--- src/rtl/array_result_tx.sv ---
// AXI-Stream transmitter that captures an N x N systolic-array result and streams it row-major.
// Optional macro TX_ROW_LAST_EN: assert m_axis_last at the end of every row instead of only at the end of the matrix.
module array_result_tx #(
    parameter int N      = 4,
    parameter int DATA_W = 32
) (
    input  logic                  i_clk,
    input  logic                  i_rst_n,
    input  logic                  arr_C_valid,
    input  logic [N*N*DATA_W-1:0] arr_C_flat,
    input  logic                  m_axis_ready,
    output logic                  m_axis_valid,
    output logic [DATA_W-1:0]     m_axis_data,
    output logic                  m_axis_last,
    output logic                  tx_busy,
    output logic                  tx_done,
    output logic                  tx_overrun
);

    localparam int ELEMS = N * N;
    localparam int IDX_W = (ELEMS > 1) ? $clog2(ELEMS) : 1;
    localparam logic [IDX_W-1:0] IDX_MAX = IDX_W'(ELEMS - 1);

    typedef enum logic [1:0] {
        ST_IDLE,
        ST_SEND,
        ST_DONE
    } state_t;

    state_t                  state_q, state_d;
    logic [IDX_W-1:0]        idx_q, idx_d;
    logic                    valid_q, valid_d;
    logic [DATA_W-1:0]       data_q, data_d;
    logic                    last_q, last_d;
    logic                    busy_q, busy_d;
    logic                    done_q, done_d;
    logic                    overrun_q, overrun_d;
    logic [ELEMS*DATA_W-1:0] hold_q, hold_d;
    logic [IDX_W-1:0]        idx_nxt;

    function automatic logic last_at(input logic [IDX_W-1:0] i);
`ifdef TX_ROW_LAST_EN
        return (int'(i) % N) == (N - 1);
`else
        return i == IDX_MAX;
`endif
    endfunction

    always_comb begin
        state_d   = state_q;
        idx_d     = idx_q;
        valid_d   = valid_q;
        data_d    = data_q;
        last_d    = last_q;
        busy_d    = busy_q;
        done_d    = 1'b0;
        hold_d    = hold_q;
        idx_nxt   = idx_q + 1'b1;
        // A new result arriving while a matrix is still in flight is dropped and flagged.
        overrun_d = overrun_q | (arr_C_valid && (state_q != ST_IDLE));

        case (state_q)
            ST_IDLE: begin
                if (arr_C_valid) begin
                    hold_d  = arr_C_flat;
                    idx_d   = '0;
                    valid_d = 1'b1;
                    data_d  = arr_C_flat[DATA_W-1:0];
                    last_d  = last_at('0);
                    busy_d  = 1'b1;
                    state_d = ST_SEND;
                end
            end
            ST_SEND: begin
                if (valid_q && m_axis_ready) begin
                    if (idx_q == IDX_MAX) begin
                        valid_d = 1'b0;
                        last_d  = 1'b0;
                        done_d  = 1'b1;
                        state_d = ST_DONE;
                    end else begin
                        idx_d  = idx_nxt;
                        data_d = hold_q[idx_nxt*DATA_W +: DATA_W];
                        last_d = last_at(idx_nxt);
                    end
                end
            end
            ST_DONE: begin
                busy_d  = 1'b0;
                state_d = ST_IDLE;
            end
            default: state_d = ST_IDLE;
        endcase
    end

    always_ff @(posedge i_clk or negedge i_rst_n) begin
        if (!i_rst_n) begin
            state_q   <= ST_IDLE;
            idx_q     <= '0;
            valid_q   <= 1'b0;
            data_q    <= '0;
            last_q    <= 1'b0;
            busy_q    <= 1'b0;
            done_q    <= 1'b0;
            overrun_q <= 1'b0;
        end else begin
            state_q   <= state_d;
            idx_q     <= idx_d;
            valid_q   <= valid_d;
            data_q    <= data_d;
            last_q    <= last_d;
            busy_q    <= busy_d;
            done_q    <= done_d;
            overrun_q <= overrun_d;
        end
    end

    // Holding register content is meaningless until a capture, so it carries no reset.
    always_ff @(posedge i_clk) begin
        hold_q <= hold_d;
    end

    assign m_axis_valid = valid_q;
    assign m_axis_data  = data_q;
    assign m_axis_last  = last_q;
    assign tx_busy      = busy_q;
    assign tx_done      = done_q;
    assign tx_overrun   = overrun_q;

endmodule
--- config.mk ---
export PLATFORM = sky130hd
export DESIGN_NAME = array_result_tx
export DESIGN_NICKNAME = d
export VERILOG_FILES = /design/src/rtl/array_result_tx.sv
export SDC_FILE = /design/constraint.sdc
export NUM_CORES = 1
export LEC_CHECK = 0
export CAP_MARGIN = 20
export CORE_AREA = 2 2 218 220
export CTS_CLUSTER_SIZE = 20
export DETAILED_ROUTE_END_ITERATION = 10
export DIE_AREA = 0 0 220 222
export HOLD_SLACK_MARGIN = 0.05
export PLACE_DENSITY = 0.76
export SYNTH_ARGS = -nofsm -noshare
export SYNTH_HDL_FRONTEND = slang
export SYNTH_SLANG_ARGS = --single-unit
--- constraint.sdc ---
create_clock -name i_clk -period 21.6 [get_ports i_clk]
set_clock_uncertainty 0.05 [all_clocks]
set_input_delay 4.32 -clock i_clk [delete_from_list [all_inputs] [get_ports i_clk]]
set_output_delay 4.32 -clock i_clk [all_outputs]
set_load 0.05 [all_outputs]
==> summary.md, run 1 <==
| Metric | Value |
|---|---|
| CP required | roughly 22 ns |
| FP Rows | just under 80 |
| Setup violators final | 0 |
| Vias per cell | roughly 5.5 |
| Max-slew violation count | 0 |
| Die area | 48800 um^2 |
| Layout cells sized above 1 | roughly 15% |
| CP arrival | about 8.7 ns |
| Synth area leaders | edfxtp_1 (72%), mux4_2 (14%), dfrtp_1 (5.1%) |
| Vias post-DR | 12200 |
| Post-synth EDFFs | between 500 and 600 |
| Initial antenna violation count | 18 |
| Warnings, synthesis | 0 |
| Post-synth cell types | 35 |
| Total gr overflow | 0 |
| Core ar. | around 46000 um^2 |
| Clk slew on worst S/H paths | roughly 0.060 ns |
| Nets | 2068 |
| Post-route DRC | 0 |
| Pre-antenna DRT Iters | 6 |
| Worst hold path type | reg2reg |
| Maxcap violations | 0 |
| CTS sink count | between 500 and 600 |
| Tightest Pin Transition | ~1.1 ns |
| Top cell type by total area after synthesis | edfxtp_1 |
| I/O pins | between 500 and 600 |
| Fin area | around 30000 um^2 |
| Root buf cell | clkbuf_16 |
| CTS max path bufs | 3 |
| Period minus WS final | just over 8 ns |
| Crit Path Class | in2reg |
| Worst setup EP type | register |
| Fmax | 121 MHz |
| Pin count of the biggest net entering global routing | 196 |
| Post-place setup slack | 12.53 ns |
| WL per Instance | about 25 um |
| Synth-to-layout area growth | 38.4% |
| CTS tree | yes |
| Fin worst setup slack | 13.34 ns |
| Net count after synthesis | between 1500 and 2000 |
| Tcrit/Tclk final | 38.2% |
| Post-CTS sizing | 0 |
| Routed Wire Length | roughly 56000 um |
| Area of the multi-input gates | ~4500 um^2 |
| Status | finished, final reports clean |
| First-pass GRT wire length | just over 80000 um |
| Hold_buf cts | 0 |
| Post-CTS Setup Bufs | 0 |
| CTS buffer count | 56 |
| Share of the synthesized area in the top cell type | 72.4% |
| Starting Density | between 40% and 50% |
| Average size of a mapped cell | between 20 and 25 um^2 |
| Die H | about 220 um |
| Final ANT Viol Nets | 0 |
| Die W | approximately 220 um |
| Seq/Total Area, Yosys | 77.4% |
| Register Area | 16500 um^2 |
| Ys flop type | edfxtp_1 |
| IO buf count | approximately 550 |
| FILL cells | 3225 |
| Cell Pwr Density | about 120 nW/um^2 |
| Iter 0 DRT Violations | about 1200 |
| Commonest non-fill, non-tap cell in the layout | clkdlybuf4s50_1 |
| Commonest cells after routing, fill and taps aside | clkdlybuf4s50_1 (551), edfxtp_1 (512), mux4_2 (128) |
| RSZ-0062 raised after global routing | false |
| Crit path launch type | input pin |
| Syn Inst Count | 985 |
| Cell Area, Synth | between 20000 and 25000 um^2 |
| Vias in the first global route | approximately 13000 |
| Max H-tree Level | 2 |
| Synth async-reset ratio | roughly 7.7% |
| Worst Path Max Fanout | 76 |
| GP Congestion | roughly 0.82 |
| Setup TNS | 0 ns |
| GRT Resource Usage Total | 22.7% |
| Max_slew headroom | 26.3% |
| Hold Vio Cnt, Final | 0 |
| Placed cell area | 27400 um^2 |
| Leakage | 9.73 nW |
| Clock insertion delay at the later pin of the skew report | around 0.6 ns |
| Flops & latches, synth | ~560 |
| DP Wirelength | between 30000 and 40000 um |
| Peak VDD IR | 106 uV |
[layer usage]
metal | vias up | routed length, um | global-route usage, % | share of wire, %
li1 | 5308 | - | - | -
met1 | 6093 | 19000 | 26.2 | 34
met2 | 655 | 29100 | 39.3 | 52
met3 | 108 | 6360 | 7.56 | 11
met4 | 14 | 1650 | 8.40 | 2.9
met5 | - | 95 | 0 | 0.17
[worst paths after layout]
path / from / to / slack, ns / cells past startpoint
max: arr_C_valid / m_axis_data[0] / 13.34 / 8
min: tx_overrun / tx_overrun / 0.44 / 1
max reg2reg: state_q[1] / m_axis_data[0] / 17.08 / 7
min reg2reg: tx_overrun / tx_overrun / 0.44 / 1
max in group asynchronous: i_rst_n / idx_q[0] / 17.10 / 2
min in group asynchronous: i_rst_n / m_axis_data[17] / 3.82 / 2
[final cells by class]
class                           count  share of cell area, %
Sequential cell                   555                   56.0
Timing Repair Buffer              569                   19.4
Multi-Input combinational cell    366                   15.4
Clock buffer                       74                   5.34
Tap cell                          607                   2.58
Clock inverter                     31                   1.20
Antenna cell                       13                  0.111
Inverter                            2                 0.0255
[cells by family (layout without fill, tap and decap cells)]
kind of cell / count (synthesis) / in the layout / share of synthesized area (%)
flip-flops: 555 / 555 / 77.4
AO/OA/AOI/OAI: 142 / 142 / 4.39
multiplexers: 130 / 130 / 13.7
AND/OR/NAND/NOR: 90 / 90 / 2.59
buffers and inverters: 64 / 676 / 1.67
adder cells (fa/ha/maj): 2 / 2 / 0.118
XOR/XNOR: 2 / 2 / 0.118
other: 0 / 13 / 0
[critical path, stage by stage]
cell	delay (ns)
clkdlybuf4s50_1	0.53
nor3b_4	0.88
buf_4	0.85
buf_4	0.87
buf_4	0.57
buf_16	0.32
a22oi_1	0.13
o21ai_1	0.15
[synth_stat cells, types with 2 or more instances]
cell and number:
dfrtp_1 43, clkbuf_1 20, o21ai_1 32, a21oi_1 4, nand3_1 4, buf_2 25
buf_6 6, buf_4 10, nor2_1 6, and3_1 33, and2b_1 6, mux2_2 2
o22ai_1 33, a211oi_1 31, nand2_1 5, inv_1 2, o21ai_0 6, edfxtp_1 512
mux4_2 128, ha_1 2, a22oi_1 32, nor2b_1 28, nand2b_1 3
[report_power, final]
group / total (W) / switching (W) / internal, W
clock network: 0.00100 / 0.000399 / 0.000604
logic: 0.00119 / 0.000642 / 0.000549
registers: 0.00132 / 0.0000561 / 0.00127
total: 0.00352 / 0.00110 / 0.00242
[metrics by stage]
stage          total power [W]  hold slack [ns]  instances  util [%]
3_5_place_dp           0.00254            0.424       2097      59.2
6_report               0.00352            0.438       2217      63.6
5_1_grt                0.00366            0.478       2214      63.5
3_3_place_gp           0.00253            0.408       2097      59.2
2_1_floorplan          0.00219            0.488        985         -
4_1_cts                0.00355            0.444       2202      63.4
[flip-flops by register name, indices dropped and copies added, names as in the netlist]
| name | count |
|---|---|
| m_axis_data | 32 |
| m_axis_valid | 1 |
| idx_q | 4 |
| tx_overrun | 1 |
| m_axis_last | 1 |
| state_q | 2 |
| tx_busy | 1 |
| tx_done | 1 |
| hold_q | 512 |
Note: power is estimated with default switching activity, not from simulation.
==> run 2, diff against run 1 <==
==> constraint.sdc (replaced) <==
create_clock -name i_clk -period 8 [get_ports i_clk]
set_clock_uncertainty 0.05 [all_clocks]
set_input_delay 1.6 -clock i_clk [delete_from_list [all_inputs] [get_ports i_clk]]
set_output_delay 1.6 -clock i_clk [all_outputs]
set_load 0.05 [all_outputs]
==> summary.md, run 2 (synthesized netlist as in run 1, its figures left out) <==
| Metric | Value |
|---|---|
| Status | finished, final reports clean |
| Crit Path Class | in2reg |
| FP Rows | 79 (unchanged) |
| Final ANT Viol Nets | 0 (unchanged) |
| Vias in the first global route | 13200 (+2.7%) |
| Vias post-DR | 12200 (+0.066%) |
| Peak VDD IR | 300 uV (+180%) |
| CTS max path bufs | 3 (unchanged) |
| Commonest cells after routing, fill and taps aside | clkdlybuf4s50_1 (551), edfxtp_1 (512), mux4_2 (128) |
| Post-CTS Setup Bufs | 0 (unchanged) |
| Leakage | 9.67 nW (-0.63%) |
| CP arrival | 4.52 ns (-4.21 ns) |
| DP Wirelength | 39800 um (+2.6%) |
| Largest register by flop count | hold_q |
| Maxcap violations | 0 (unchanged) |
| Period minus WS final | slightly above 4 ns |
| GP Congestion | 0.825 (+0.44%) |
| Core ar. | 46300 um^2 (unchanged) |
| Max-slew violation count | 0 (unchanged) |
| Non-Filler Instances | 2219 (+0.090%) |
| Commonest non-fill, non-tap cell in the layout | clkdlybuf4s50_1 |
| CTS tree | yes |
| CTS sink count | 555 (unchanged) |
| Max_slew headroom | 24.9% (-1.5 points) |
| Die H | 222 um (unchanged) |
| Synth-to-layout area growth | 37.9% |
| Met2 Use GR | 39.0% (-0.29 points) |
| Tcrit/Tclk final | between 50% and 60% |
| GRT Resource Usage Total | 23.1% (+0.35 points) |
| CP required | 8.46 ns (-13.61 ns) |
| Setup violators final | 0 (unchanged) |
| Clock insertion delay at the later pin of the skew report | 0.60 ns (about the same) |
| Die area | 48800 um^2 (unchanged) |
| Routed Wire Length | 56600 um (+0.76%) |
| First-pass GRT wire length | 81800 um (+1.7%) |
| Number of flip-flops in the largest register | 512 (unchanged) |
| Worst setup EP type | register |
| Die W | 220 um (unchanged) |
| Starting Density | 45.9% (unchanged) |
| Layout cells sized above 1 | 15.4% (+0.17 points) |
| Initial antenna violation count | 15 (-3) |
| WL per Instance | 25.5 um (+0.67%) |
| Pre-antenna DRT Iters | 8 (+2) |
| RSZ-0062 raised after global routing | false |
| Total gr overflow | 0 (unchanged) |
| Hold Vio Cnt, Final | 0 (unchanged) |
| Root buf cell | clkbuf_16 |
| Met3 global-route usage | 7.54% (-0.014 points) |
| IO buf count | 552 (unchanged) |
| Cell Pwr Density | 319 nW/um^2 (+170%) |
| CTS buffer count | 56 (unchanged) |
| Grt peak-use layer | met2 |
| Met1 Track Usage GR | 27.1% (+0.92 points) |
| Placed insts | 2102 (+0.24%) |
| Tightest Pin Transition | 1.13 ns (+0.0220 ns) |
| Crit path launch type | input pin |
| Max H-tree Level | 2 (unchanged) |
| Fmax | approximately 250 MHz |
| I/O pins | 553 (unchanged) |
| Clk slew on worst S/H paths | 0.06 ns (about the same) |
| Setup TNS | 0 ns (unchanged) |
| Pin count of the biggest net entering global routing | 200 (+2.0%) |
| Nets | 2071 (+0.15%) |
| Worst hold path type | reg2reg |
| Post-route DRC | 0 (unchanged) |
| Worst Path Max Fanout | 153 (+100%) |
| Hold_buf cts | 0 (unchanged) |
| Post-CTS sizing | 0 (unchanged) |
| Iter 0 DRT Violations | 1381 (+19%) |
| Vias per cell | 5.49 (about the same) |
-- run 2: worst max-delay path, stage by stage --
cell and delay, ns:
clkdlybuf4s50_1 0.53, nor3b_4 0.84, buf_4 0.39, buf_12 0.47
a22oi_1 0.23, o21ai_1 0.15
-- run 2: final timing paths --
| path | startpoint | to | slack [ns] | cells past startpoint |
|---|---|---|---|---|
| setup / recovery | arr_C_valid | m_axis_data[24] | 3.94 | 6 |
| hold / removal | tx_overrun | tx_overrun | 0.42 | 1 |
| setup reg to reg | idx_q[0] | m_axis_data[27] | 3.95 | 7 |
| hold reg to reg | tx_overrun | tx_overrun | 0.42 | 1 |
| max in group asynchronous | i_rst_n | idx_q[0] | 6.22 | 2 |
| min in group asynchronous | i_rst_n | m_axis_data[19] | 1.11 | 2 |
-- run 2: routing by layer --
layer / routed length (um) / up-vias
met1: 19900 / 6148
met2: 28800 / 614
met3: 6020 / 116
li1: - / 5302
met5: 38 / -
met4: 1920 / 6
-- run 2: final cells by class --
type | count | area [um^2]
Sequential cell | 555 | 16500
Timing Repair Buffer | 572 | 5700
Antenna cell | 13 | 32.5
Multi-Input combinational cell | 366 | 4530
Clock inverter | 41 | 373
Clock buffer | 63 | 1440
Fill cell | 3186 | 17000
Inverter | 2 | 7.51
Tap cell | 607 | 759
-- run 2: metrics by stage --
stage,hold slack (ns),setup slack (ns),util (%),power [W],cell area [um^2]
global placement,0.411,3.60,59.3,0.00681,27400
finish,0.423,3.94,63.3,0.00935,29300
floorplan,0.488,1.61,-,0.00582,21200
global route,0.455,3.67,63.3,0.00974,29300
CTS,0.420,3.87,63.2,0.00943,29300
detailed placement,0.409,3.41,59.3,0.00687,27400
-- run 2: power by group --
part	switching [W]	internal, W	leakage [nW]
Clock	0.00109	0.00148	0.877
Combinational	0.00171	0.00149	3.68
Sequential	0.000165	0.00342	5.11
==> RTL change 1 (flow settings as in run 1) <==
Encoding of `state_t`: now one-hot (3 bits for 3 states).
--- a/src/rtl/array_result_tx.sv
+++ b/src/rtl/array_result_tx.sv
@@ -22,8 +22,8 @@
     localparam logic [IDX_W-1:0] IDX_MAX = IDX_W'(ELEMS - 1);
 
-    typedef enum logic [1:0] {
-        ST_IDLE,
-        ST_SEND,
-        ST_DONE
+    typedef enum logic [2:0] {
+        ST_IDLE = 3'b001,
+        ST_SEND = 3'b010,
+        ST_DONE = 3'b100
     } state_t;
 
Formal check against the unedited RTL: no difference found for any inputs over 4 cycles, from zero or initial values and one cycle with i_rst_n low; so few cycles prove little.
==> RTL change 1 against run 1 <==
- critical path depth decreased by 1
- design area increased by 0.22%
- synthesized area increased by 0.86%
- non-clock buffer count unchanged
- sequential cell count increased by 1
- worst setup slack improved by 1.2 ns
- wire length increased by 6.7%
- maximum frequency increased by 17%
- sequential share of layout area about the same
- power decreased by 1.7%
- critical path type unchanged
- critical endpoint is now m_axis_data[10]
==> RTL change 1: results (changes against run 1) <==
* Sequential share of the synthesized area at 76.9% (-0.54 points)
* Fill count at 3,110 (-3.6%)
* Ys Warns at 0 (unchanged)
* Worst skew pair latency at ~0.6 ns
* Leak pwr at 0.00990 uW (+1.7%)
* Setup bufs post-CTS at 0 (unchanged)
* Initial antenna violation count at 14 (-4)
* CTS resizes at 0 (unchanged)
* Wl on met1 at 21,000 um (+11%)
* Longest Clk Path Bufs at 3 (unchanged)
* DR vias at 12,453 (+2.3%)
* Synth cell count leaders: 512 x edfxtp_1, 128 x mux4_2, 43 x dfrtp_1, 39 x nor2_1, 36 x a21oi_1
* Largest net degree at the start of global routing at 199 (+1.5%)
* Inserted Clock Buffers at 56 (unchanged)
* Iter 0 DRT Violations at 1,219 (+5.2%)
* Highest metal used: met5
* Drt wl/cell at 27.0 um (+6.5%)
* Slew of the pin with the lowest slew margin at 1.15 ns (+0.0497 ns)
* H-tree depth at 2 (unchanged)
* Max reg flops at 512 (unchanged)
* Crit Path Max Fanout at 193 (+150%)
* Dpl hpwl at 41,200 um (+6.1%)
* Synthesized Nets at 1,507 (+0.27%)
* Hold crit path type: register to register
* Cells after Synth at 989 (+0.41%)
* Biggest register: hold_q
* Status: completed
* Buffers added on ports at 552 (unchanged)
* Met3 wire len at 5740 um (-9.8%)
* Global-route wire length before repair at 85,700 um (+6.6%)
* DRC viols at 0 (unchanged)
* Placer Congestion at 0.812 (-1.2%)
* Layout cell share with drive strength beyond 1 at 16.2% (+0.89 points)
* EDFF count, synth at 512 (unchanged)
* First-pass iteration count of the detailed router at 5 (-1)
* Vias in the first global route at 13,387 (+4.3%)
* Post-synth cell types at 37 (+5.7%)
* Clock transition at path regs at 0.06 ns (about the same)
* CTS root buf: clkbuf_16
* Ranking of synthesized cells by area: edfxtp_1 72%, mux4_2 13%, dfrtp_1 5.0%, a22oi_1 1.1%, a211oi_1 1.1%
* Worst vdd ir at 0.0908 mV (-14%)
* Total track usage at 24.3% (+1.5 points)
* Post-synth top area cell: edfxtp_1
* Met2 wire len at 31,400 um (+8.0%)
* Routed wire length at 59,900 um (+6.7%)
* FFs w/ async S/R, synth at 7.91% (+0.17 points)
* Critical Path AT at 7.49 ns (-1.24 ns)
* Fin nets at 2,073 (+0.24%)
==> RTL change 1: changes by cell type after synthesis, moves of 3 or more <==
cell,change
o22ai_1,-32
buf_6,+4
o41ai_2,+10
clkbuf_1,-3
o21ai_1,-32
nand2b_1,-3
inv_1,+3
nor2_1,+33
a21oi_1,+32
o41ai_1,+22
and3_1,-32
==> RTL change 1: logic make-up after synthesis <==
| group | Yosys count | synth area share (%) |
|---|---|---|
| buffers and inverters | 66 | 1.81 |
| multiplexers | 130 | 13.6 |
| AND/OR/NAND/NOR | 89 | 2.18 |
| XOR/XNOR | 2 | 0.152 |
| adder cells (fa/ha/maj) | 2 | 0.117 |
| flip-flops | 556 | 76.9 |
| AO/OA/AOI/OAI | 144 | 5.28 |
==> RTL change 1: metal layers <==
| layer | GRT usage [%] | up-vias |
|---|---|---|
| li1 | - | 5320 |
| met5 | 0 | - |
| met3 | 6.91 | 115 |
| met1 | 28.5 | 6346 |
| met4 | 8.81 | 8 |
| met2 | 42.2 | 664 |
==> RTL change 1: layout make-up <==
class                      instances  area share (%)
inverter                           5          0.0637
clock buffer                      76            5.43
timing repair buffer             569            19.3
clock inverter                    29           0.994
multi-input combinational        367            15.7
tap                              607            2.58
antenna                           11          0.0934
sequential                       556            55.9
==> RTL change 1: critical path: stages <==
cell             delay (ns)
clkdlybuf4s50_1        0.50
nand3b_1               0.26
nor2_4                 0.17
buf_4                  0.79
buf_12                 0.69
a22oi_1                0.24
o41ai_1                0.13
==> RTL change 1: final timing paths <==
kind / start / endpoint / slack [ns] / depth (start not counted)
setup / recovery: arr_C_valid / m_axis_data[10] / 14.54 / 7
setup reg to reg: idx_q[0] / m_axis_data[4] / 16.74 / 8
hold reg to reg: tx_overrun / tx_overrun / 0.41 / 1
max in group asynchronous: i_rst_n / idx_q[0] / 17.05 / 2
hold / removal: tx_overrun / tx_overrun / 0.41 / 1
min in group asynchronous: i_rst_n / m_axis_data[24] / 3.86 / 2
==> RTL change 1: stage by stage <==
step / setup slack, ns / cell area, um^2
floorplan: 0.874 / 21400
global placement: 14.29 / 27500
detailed placement: 14.11 / 27500
CTS: 14.77 / 29400
global route: 14.51 / 29500
finish: 14.54 / 29500
==> RTL change 1: where the power goes <==
| group | internal [uW] | switching, uW | total (uW) |
|---|---|---|---|
| clock network | 578 | 410 | 988 |
| registers | 1480 | 83.1 | 1570 |
| logic | 400 | 504 | 904 |
| total | 2460 | 996 | 3460 |
==> RTL change 2 (flow settings as in run 1) <==
Without the edit above. Build with the macro `TX_ROW_LAST_EN` defined.
--- a/src/rtl/array_result_tx.sv
+++ b/src/rtl/array_result_tx.sv
@@ -1,4 +1,6 @@
 // AXI-Stream transmitter that captures an N x N systolic-array result and streams it row-major.
 // Optional macro TX_ROW_LAST_EN: assert m_axis_last at the end of every row instead of only at the end of the matrix.
+`define TX_ROW_LAST_EN
+
 module array_result_tx #(
     parameter int N      = 4,
Check against the original RTL: same outputs for any inputs over 4 cycles, from zero or initial values and one cycle with i_rst_n low; that may be too few to reach the edited logic, so the function may still have changed.
==> RTL change 2 against run 1 <==
- worst setup slack gained 1.3 ns
- design area grew 0.33%
- wire length grew 3.2%
- synthesized area grew 0.80%
- highest routed layer unchanged
- global-route usage grew 0.90 points
- count of clock-buffer cells in the layout grew 8
- power grew 0.89%
- sequential cell count is the same
- critical endpoint is now hold_q[427]
==> RTL change 2: results (changes against run 1) <==
* Reg2reg setup slack at 17.72 ns (+0.64 ns)
* Worst setup endpoint: hold_q[427]
* Routed wire length at 58,000 um (+3.2%)
* Iter 0 DRT Violations at 1,121 (-3.3%)
* Fin Hold WS at 0.416 ns (-0.0211 ns)
* Vias in the first global route at 13,050 (+1.6%)
* Sequential share of the synthesized area at 76.8% (-0.61 points)
* Post-synthesis mux area share at 13.5% (-0.21 points)
* R2R depth at 6 (-1)
* Layout cell share with drive strength beyond 1 at 16.7% (+1.4 points)
* CP peak stage delay at 0.72 ns (-0.16 ns)
* Critical R2R Launch: idx_q[0]
* Total track usage at 23.6% (+0.90 points)
* Worst vdd ir at 0.103 mV (-3.0%)
* XOR/XNOR share of the synthesized area at 0.123% (+0.0049 points)
* Post-DR vias/cell at 5.49 (about the same)
* Leak pwr at 0.00975 uW (+0.17%)
* First-pass iteration count of the detailed router at 5 (-1)
* Fin nets at 2,069 (+0.048%)
* Status: completed
* Placer Congestion at 0.801 (-2.5%)
* Initial antenna violation count at 31 (+13)
* Slew of the pin with the lowest slew margin at 1.11 ns (+0.00329 ns)
* Placed cells at 2,098 (+0.048%)
* Synth cell count leaders: 512 x edfxtp_1, 128 x mux4_2, 43 x dfrtp_1
==> RTL change 2: layout make-up <==
type,count,area share (%)
flip-flops and latches,555,55.8
repair buffers,568,19.3
multi-input cells,365,15.8
clock buffers,82,5.56
well taps,607,2.57
clock inverters,25,0.780
diodes,25,0.212
inverters,4,0.0509
==> RTL change 2: where the power goes <==
part           switching, uW  internal [uW]
sequential              56.4           1270
clock                    401            574
combinational            688            561
==> RTL change 2: metrics by stage <==
stage / power, uW / worst slack (ns)
floorplan: 2230 / 1.26
global placement: 2590 / 13.81
detailed placement: 2600 / 13.72
CTS: 3580 / 14.34
global route: 3690 / 14.43
finish: 3550 / 14.61
==> RTL change 2: layer usage <==
layer / wire length (um) / track usage, %
met5: 69 / 0
met4: 2220 / 11.9
met3: 4880 / 5.79
met2: 29900 / 39.1
met1: 20900 / 28.9
==> RTL change 2: worst max-delay path, delay by kind of cell <==
kind | cells | cell delay, ns
buffers and inverters | 4 | 1.86
AND/OR/NAND/NOR | 1 | 0.72
